<file path="src/rtl/gnt_rr_arbiter_if.sv">
// Requester-lane bundle between the lane array (master) and the round-robin arbiter (slave).
interface gnt_rr_arbiter_if #(
    parameter int N = 4
);
    localparam int OW = $clog2(N);

    logic [N-1:0]   req;
    logic [N*8-1:0] irq_in;
    logic [N-1:0]   gnt;
    logic [OW-1:0]  owner;
    logic           busy;
    logic [7:0]     irq_out;
    logic           irq_valid;
    logic           timeout;

    modport master (
        output req, irq_in,
        input  gnt, owner, busy, irq_out, irq_valid, timeout
    );

    modport slave (
        input  req, irq_in,
        output gnt, owner, busy, irq_out, irq_valid, timeout
    );
endinterface

</file>
<file path="src/rtl/gnt_rr_arbiter.sv">
// Round-robin one-hot grant arbiter; gnt registered one edge after req, two gnt=0 cycles between grants.
// Level req is the only backpressure (no preemption); GNT_RR_ARBITER_TIMEOUT_EN adds a forced-release hold timeout.
module gnt_rr_arbiter #(
    parameter int N        = 4,
    parameter int HOLD_MAX = 8
) (
    input  logic             clk,
    input  logic             rst_n,
    gnt_rr_arbiter_if.slave  bus
);
    localparam int OW = $clog2(N);

    localparam logic [1:0] S_IDLE    = 2'd0;
    localparam logic [1:0] S_GRANT   = 2'd1;
    localparam logic [1:0] S_RELEASE = 2'd2;

    if (N < 2 || N > 16 || HOLD_MAX < 2) begin : g_param_chk
        $error("gnt_rr_arbiter: N must be 2..16 and HOLD_MAX >= 2");
    end

    logic [1:0]    state_q, state_d;
    logic [OW-1:0] owner_q, owner_d;
    logic [OW-1:0] last_q, last_d;
    logic [N-1:0]  gnt_q, gnt_d;
    logic [7:0]    irq_q, irq_d;

    logic [OW-1:0] pick;
    logic [OW-1:0] idx;
    logic          pick_vld;
    logic [7:0]    irq_sel;
    logic          hold_expired;

    // Search upward from last+1 so the previous owner is considered last.
    always_comb begin
        pick     = '0;
        idx      = '0;
        pick_vld = 1'b0;
        for (int i = 1; i <= N; i++) begin
            idx = OW'((int'(last_q) + i) % N);
            if (!pick_vld && bus.req[idx]) begin
                pick_vld = 1'b1;
                pick     = idx;
            end
        end
    end

    always_comb begin
        irq_sel = '0;
        for (int i = 0; i < N; i++) begin
            if (owner_q == OW'(i)) begin
                irq_sel = bus.irq_in[i*8 +: 8];
            end
        end
    end

`ifdef GNT_RR_ARBITER_TIMEOUT_EN
    localparam int CW = (HOLD_MAX > 2) ? $clog2(HOLD_MAX) : 1;

    logic [CW-1:0] hold_q, hold_d;
    logic          timeout_q, timeout_d;

    // Counter is zero whenever GRANT is entered, so cycle k of a grant sees hold_q == k.
    always_comb begin
        hold_d       = (state_q == S_GRANT) ? hold_q + 1'b1 : '0;
        hold_expired = (hold_q == CW'(HOLD_MAX - 1));
    end

    always_ff @(posedge clk or negedge rst_n) begin
        if (!rst_n) begin
            hold_q    <= '0;
            timeout_q <= 1'b0;
        end else begin
            hold_q    <= hold_d;
            timeout_q <= timeout_d;
        end
    end

    assign bus.timeout = timeout_q;
`else
    assign hold_expired = 1'b0;
    assign bus.timeout  = 1'b0;
`endif

    always_comb begin
        state_d = state_q;
        owner_d = owner_q;
        last_d  = last_q;
        gnt_d   = gnt_q;
        irq_d   = irq_q;
`ifdef GNT_RR_ARBITER_TIMEOUT_EN
        timeout_d = 1'b0;
`endif
        case (state_q)
            S_IDLE: begin
                gnt_d = '0;
                if (pick_vld) begin
                    owner_d = pick;
                    gnt_d   = {{(N-1){1'b0}}, 1'b1} << pick;
                    state_d = S_GRANT;
                end
            end
            S_GRANT: begin
                irq_d = irq_sel;
                if (!bus.req[owner_q]) begin
                    gnt_d   = '0;
                    state_d = S_RELEASE;
                end else if (hold_expired) begin
                    gnt_d   = '0;
                    state_d = S_RELEASE;
`ifdef GNT_RR_ARBITER_TIMEOUT_EN
                    timeout_d = 1'b1;
`endif
                end
            end
            S_RELEASE: begin
                gnt_d   = '0;
                last_d  = owner_q;
                state_d = S_IDLE;
            end
            default: begin
                gnt_d   = '0;
                state_d = S_IDLE;
            end
        endcase
    end

    always_ff @(posedge clk or negedge rst_n) begin
        if (!rst_n) begin
            state_q <= S_IDLE;
            owner_q <= '0;
            last_q  <= OW'(N - 1);
            gnt_q   <= '0;
            irq_q   <= '0;
        end else begin
            state_q <= state_d;
            owner_q <= owner_d;
            last_q  <= last_d;
            gnt_q   <= gnt_d;
            irq_q   <= irq_d;
        end
    end

    assign bus.gnt       = gnt_q;
    assign bus.owner     = owner_q;
    assign bus.busy      = (state_q != S_IDLE);
    assign bus.irq_out   = irq_q;
    assign bus.irq_valid = (state_q == S_GRANT) && (irq_q != 8'h00);
endmodule

</file>
<file path="src/flat_wrapper.sv">
// flat-port wrapper written by rule: the top's interface ports become plain ports
module gnt_rr_arbiter_flat 
#(
    parameter int N        = 4,
    parameter int HOLD_MAX = 8
)
  (clk, rst_n, bus_req, bus_irq_in, bus_gnt, bus_owner, bus_busy, bus_irq_out, bus_irq_valid, bus_timeout);
  gnt_rr_arbiter_if #(.N(N)) bus_i ();
  input  logic clk;
  input  logic rst_n;
  input wire logic [$bits(bus_i.req)-1:0] bus_req;
  input wire logic [$bits(bus_i.irq_in)-1:0] bus_irq_in;
  output wire logic [$bits(bus_i.gnt)-1:0] bus_gnt;
  output wire logic [$bits(bus_i.owner)-1:0] bus_owner;
  output wire logic [$bits(bus_i.busy)-1:0] bus_busy;
  output wire logic [$bits(bus_i.irq_out)-1:0] bus_irq_out;
  output wire logic [$bits(bus_i.irq_valid)-1:0] bus_irq_valid;
  output wire logic [$bits(bus_i.timeout)-1:0] bus_timeout;
  assign bus_i.req = bus_req;
  assign bus_i.irq_in = bus_irq_in;
  assign bus_gnt = bus_i.gnt;
  assign bus_owner = bus_i.owner;
  assign bus_busy = bus_i.busy;
  assign bus_irq_out = bus_i.irq_out;
  assign bus_irq_valid = bus_i.irq_valid;
  assign bus_timeout = bus_i.timeout;
  gnt_rr_arbiter #(.N(N), .HOLD_MAX(HOLD_MAX)) u_core (.clk(clk), .rst_n(rst_n), .bus(bus_i));
endmodule
</file>
<file path="config.mk">
export PLATFORM = sky130hd
export DESIGN_NAME = gnt_rr_arbiter_flat
export DESIGN_NICKNAME = d
export VERILOG_FILES = /design/src/rtl/gnt_rr_arbiter_if.sv /design/src/rtl/gnt_rr_arbiter.sv /design/src/flat_wrapper.sv
export SDC_FILE = /design/constraint.sdc
export NUM_CORES = 1
export LEC_CHECK = 0
export BUFFER_PORTS_ARGS = -buffer_cell sky130_fd_sc_hd__clkbuf_2
export CAP_MARGIN = 0
export CORE_MARGIN = 4
export CORE_UTILIZATION = 44
export CTS_CLUSTER_SIZE = 8
export DETAILED_ROUTE_END_ITERATION = 10
export PLACE_DENSITY = 0.83
export SYNTH_ARGS = -nofsm -noshare
export SYNTH_HDL_FRONTEND = slang
export SYNTH_SLANG_ARGS = --single-unit
export TNS_END_PERCENT = 10
</file>
<file path="constraint.sdc">
create_clock -name clk -period 2.2 [get_ports clk]
set_clock_uncertainty 0.1 [all_clocks]
set_input_delay 0.33 -clock clk [delete_from_list [all_inputs] [get_ports clk]]
set_output_delay 0.33 -clock clk [all_outputs]
set_load 0.005 [all_outputs]
</file>
==> impl_summary.txt <==
----------------------------------------------------
[Logic synthesis]
  Top-count cell post-synth ... sky130_fd_sc_hd__nand2_1
  Xor and xnor area share after synthesis ... 0%
  Post-synth ARST share ... 100%
  Mapped Nets ... 135
  Compound-cell area share of the yosys netlist ... 6.94%
  EDFF count, synth ... 0
  Area share of and/or/nand/nor cells after synthesis ... 20.9%
  Multiplexer area fraction after synthesis ... 24.3%
  Largest family of logic cells by synthesized area ... multiplexers
  Avg Inst Size Synth ... 10.8 um2
  Number of synthesis warnings ... 0
  Synthesized flop and latch total ... 18
  Synthesized netlist cell count ... 97
  Top FF cell, synth ... sky130_fd_sc_hd__dfrtp_1
  Syn Std Cell Area ... 1050 um2
  Biggest area consumer among synthesized cells ... sky130_fd_sc_hd__dfrtp_1
  Commonest cells post-synth ... sky130_fd_sc_hd__nand2_1, sky130_fd_sc_hd__dfrtp_1, sky130_fd_sc_hd__mux4_1, sky130_fd_sc_hd__nor2_1, sky130_fd_sc_hd__nand2b_1
  Cells taking the most area after synthesis ... sky130_fd_sc_hd__dfrtp_1, sky130_fd_sc_hd__mux4_1, sky130_fd_sc_hd__nand2_1, sky130_fd_sc_hd__dfstp_2, sky130_fd_sc_hd__nand2b_1
  Adder and majority gate portion of the synthesized area ... 0%
  Count of distinct cell types in the synthesized netlist ... 30
  Top cell type's share of synthesized area ... 38.3%
  Fraction of the yosys area taken by sequential cells ... 43.3%

[Die]
  Effective utilization at floorplan ... 46.8%
  I/O pins ... 55
  Die Y ... 56.8 um
  Horizontal die dimension ... 56.8 um
  Count of standard-cell rows ... 17
  Area of the core ... 2230 um2
  Overall die area ... 3220 um2

[Layout]
  Syn-to-layout area delta ... 29.7%
  Post-layout utilization of the core ... 60.7%
  Final design instance area without fill ... 1360 um2
  # diodes ... 0
  Number of nets at the end of the flow ... 188
  Ratio of cells with drive above 1 in the final layout ... 42.3%

[STA]
  Setup repair after global routing missed its margin ... false
  Transition time at the pin with the least slew margin ... 0.595 ns
  Final-report max-slew violation count ... 0
  Hold Violations, Final ... 0
  Worst hold margin ... 0.316 ns
  Fmax ... 564 MHz
  Count of final setup violators ... 0
  Slew margin rel. ... 60.3%
  Final cycle utilization of the critical path ... 80.5%
  Setup TNS ... 0 ns
  Final worst path period need ... 1.77 ns

[Global route]
  Met1 track utilization from global routing ... 19.2%
  Aggregate global-route resource usage ... 15.6%
  GR Util met3 ... 3.22%
  Wire length of the first global-routing pass ... 4010 um
  Number of antenna violations at the first check in global routing ... 0
  Maximum number of pins on one net before global-route repair ... 19
  Met2 demand-to-capacity share in global routing ... 26.7%
  Global-route congestion overflow total ... 0
  Busiest grt layer ... met2
  Number of global-route vias before repair ... 934

[CTS]
  Clock root buffer master ... sky130_fd_sc_hd__clkbuf_4
  H-tree Lvls ... 1
  Number of buffers added by the clock tree synthesis step ... 3
  CTS tree ... done
  Clock-pin slew on the worst setup and hold paths ... 0.10 ns
  Insertion delay of the later-clocked pin in the worst-skew pair ... 0.30 ns
  Clock tree sinks ... 18
  Maximum buffer depth of the clock tree ... 2
  CTS resizes ... 0

[Setup path]
  Crit path max-delay cell type ... sky130_fd_sc_hd__dfstp_2
  Startpoint types ... flip-flop
  Arrival @ worst endpoint ... 1.84 ns
  Critical register-to-register path startpoint ... u_core.last_q[1]$_DFFE_PN1N_
  R2R Path End ... u_core.bus.gnt[3]$_DFFE_PN0P_
  Total buffers and inverters traversed by the critical path ... 0
  Kind of end point of the critical path ... flip-flop
  Worst reg2reg path depth ... 4
  Total number of cells along the worst setup path ... 4
  Data required time of the worst path ... 2.27 ns
  Top delay family on crit path ... flip-flops
  Critical Path Source ... u_core.last_q[1]$_DFFE_PN1N_
  Setup slack, reg-to-reg ... 0.43 ns
  Chain of cells forming the critical path ... mux2i_1 > nor2_1 > nor3_1 > o21ai_0
  Critical path type ... reg -> reg
  Largest driver fanout on the critical path ... 7
  Longest individual stage delay on the worst path ... 0.60 ns
  CP Capture Point ... u_core.bus.gnt[3]$_DFFE_PN0P_

[Detailed routing]
  Number of vias per cell ... 5.44
  Number of search-and-repair iterations in the first detailed-routing pass ... 4
  Violation count after the first detailed-route iteration ... 19
  Remaining antenna violation count ... 0
  Routed WL per cell ... 13.8 um
  Detailed-route wire length ... 2450 um
  DRC violations left ... 0
  Count of vias placed by the detailed router ... 962

[Power and ir drop]
  P_leak ... 0.000717 uW
  Post-layout total power ... 1700 uW
  Worst IR drop on VDD ... 0.000844 V
  PwrDens ... 1250 nW/um2

[Run status]
  Status ... finished clean

[Placement]
  Placer congestion estimate ... 0.780
  Buffers added on ports ... 53
  Placed standard-cell area ... 1310 um2
  Post-detail-place hpwl ... 1970 um

[Worst hold path]
  Path category of the worst min-delay check ... in -> reg

[Flow run]
  Reported max-cap violation count ... 0

----------------------------------------------------
[cell usage in the layout (no fill, tap or decap), types with 2 or more instances in the layout]
cell and count:
sky130_fd_sc_hd__a21oi_1 3, sky130_fd_sc_hd__dfstp_2 2, sky130_fd_sc_hd__nand2_1 29, sky130_fd_sc_hd__nor2_1 5, sky130_fd_sc_hd__nor4_1 3, sky130_fd_sc_hd__inv_1 2, sky130_fd_sc_hd__clkbuf_2 53, sky130_fd_sc_hd__mux4_1 8
sky130_fd_sc_hd__dfrtp_1 16, sky130_fd_sc_hd__a32o_1 2, sky130_fd_sc_hd__clkbuf_4 3, sky130_fd_sc_hd__o21ai_0 3, sky130_fd_sc_hd__nand2b_1 4
[what timing repair did]
item | 4_1_cts | 5_1_grt
hold buffers | 1 | 0
buffers inserted | 0 | 0
hold endpoints to repair | 16 | 0
[flip-flops by register name, indices dropped and copies added (netlist names)]
register	flops
u_core.last_q	2
u_core.bus.gnt	4
u_core.state_q	2
u_core.bus.owner	2
u_core.bus.irq_out	8
[kinds of logic after synthesis]
group | count (synthesis)
buf+inv | 8
mux | 11
simple gates | 48
flops | 18
other cells | 1
compound gates | 11
[stage by stage]
stage / setup slack, ns / cells
final: 0.428 / 177
after CTS: 0.432 / 177
after detailed placement: 0.480 / 172
after global routing: 0.320 / 177
after floorplan: 0.600 / 97
after global placement: 0.513 / 172
[where the power goes]
group          internal (uW)  switching (uW)  leakage, uW
clock                    101             108    0.0000210
combinational            419             381     0.000475
sequential               506             186     0.000221
total                   1030             674     0.000717
[layout make-up]
class / count / area [um2]
timing repair buffer: 54 / 275
clock buffer: 4 / 36.3
sequential: 18 / 453
fill: 189 / 877
inverter: 2 / 7.51
tap: 28 / 35.0
multi-input combinational: 71 / 549
[worst reg2reg max path: stages (launching register included)]
cell	delay, ns
sky130_fd_sc_hd__dfstp_2	0.60
sky130_fd_sc_hd__mux2i_1	0.24
sky130_fd_sc_hd__nor2_1	0.08
sky130_fd_sc_hd__nor3_1	0.45
sky130_fd_sc_hd__o21ai_0	0.17
[routing by layer]
metal	wire [um]	up-vias	share of wire [%]
met2	1220	44	50
met5	0	-	0
li1	-	454	-
met1	995	459	41
met4	29	0	1.2
met3	200	5	8.2
[worst min-delay path by stage]
stage	startpoint	to	cells past startpoint	slack [ns]
2_1_floorplan	rst_n	u_core.bus.gnt[0]$_DFFE_PN0P_	0	-0.07
3_3_place_gp	rst_n	u_core.bus.irq_out[6]$_DFFE_PN0P_	1	0.19
3_5_place_dp	rst_n	u_core.bus.irq_out[4]$_DFFE_PN0P_	1	0.19
4_1_cts	bus_irq_in[2]	u_core.bus.irq_out[2]$_DFFE_PN0P_	4	0.34
5_1_grt	bus_irq_in[1]	u_core.bus.irq_out[1]$_DFFE_PN0P_	4	0.36
6_report	bus_irq_in[2]	u_core.bus.irq_out[2]$_DFFE_PN0P_	4	0.32
(Power assumes the default switching activity.)
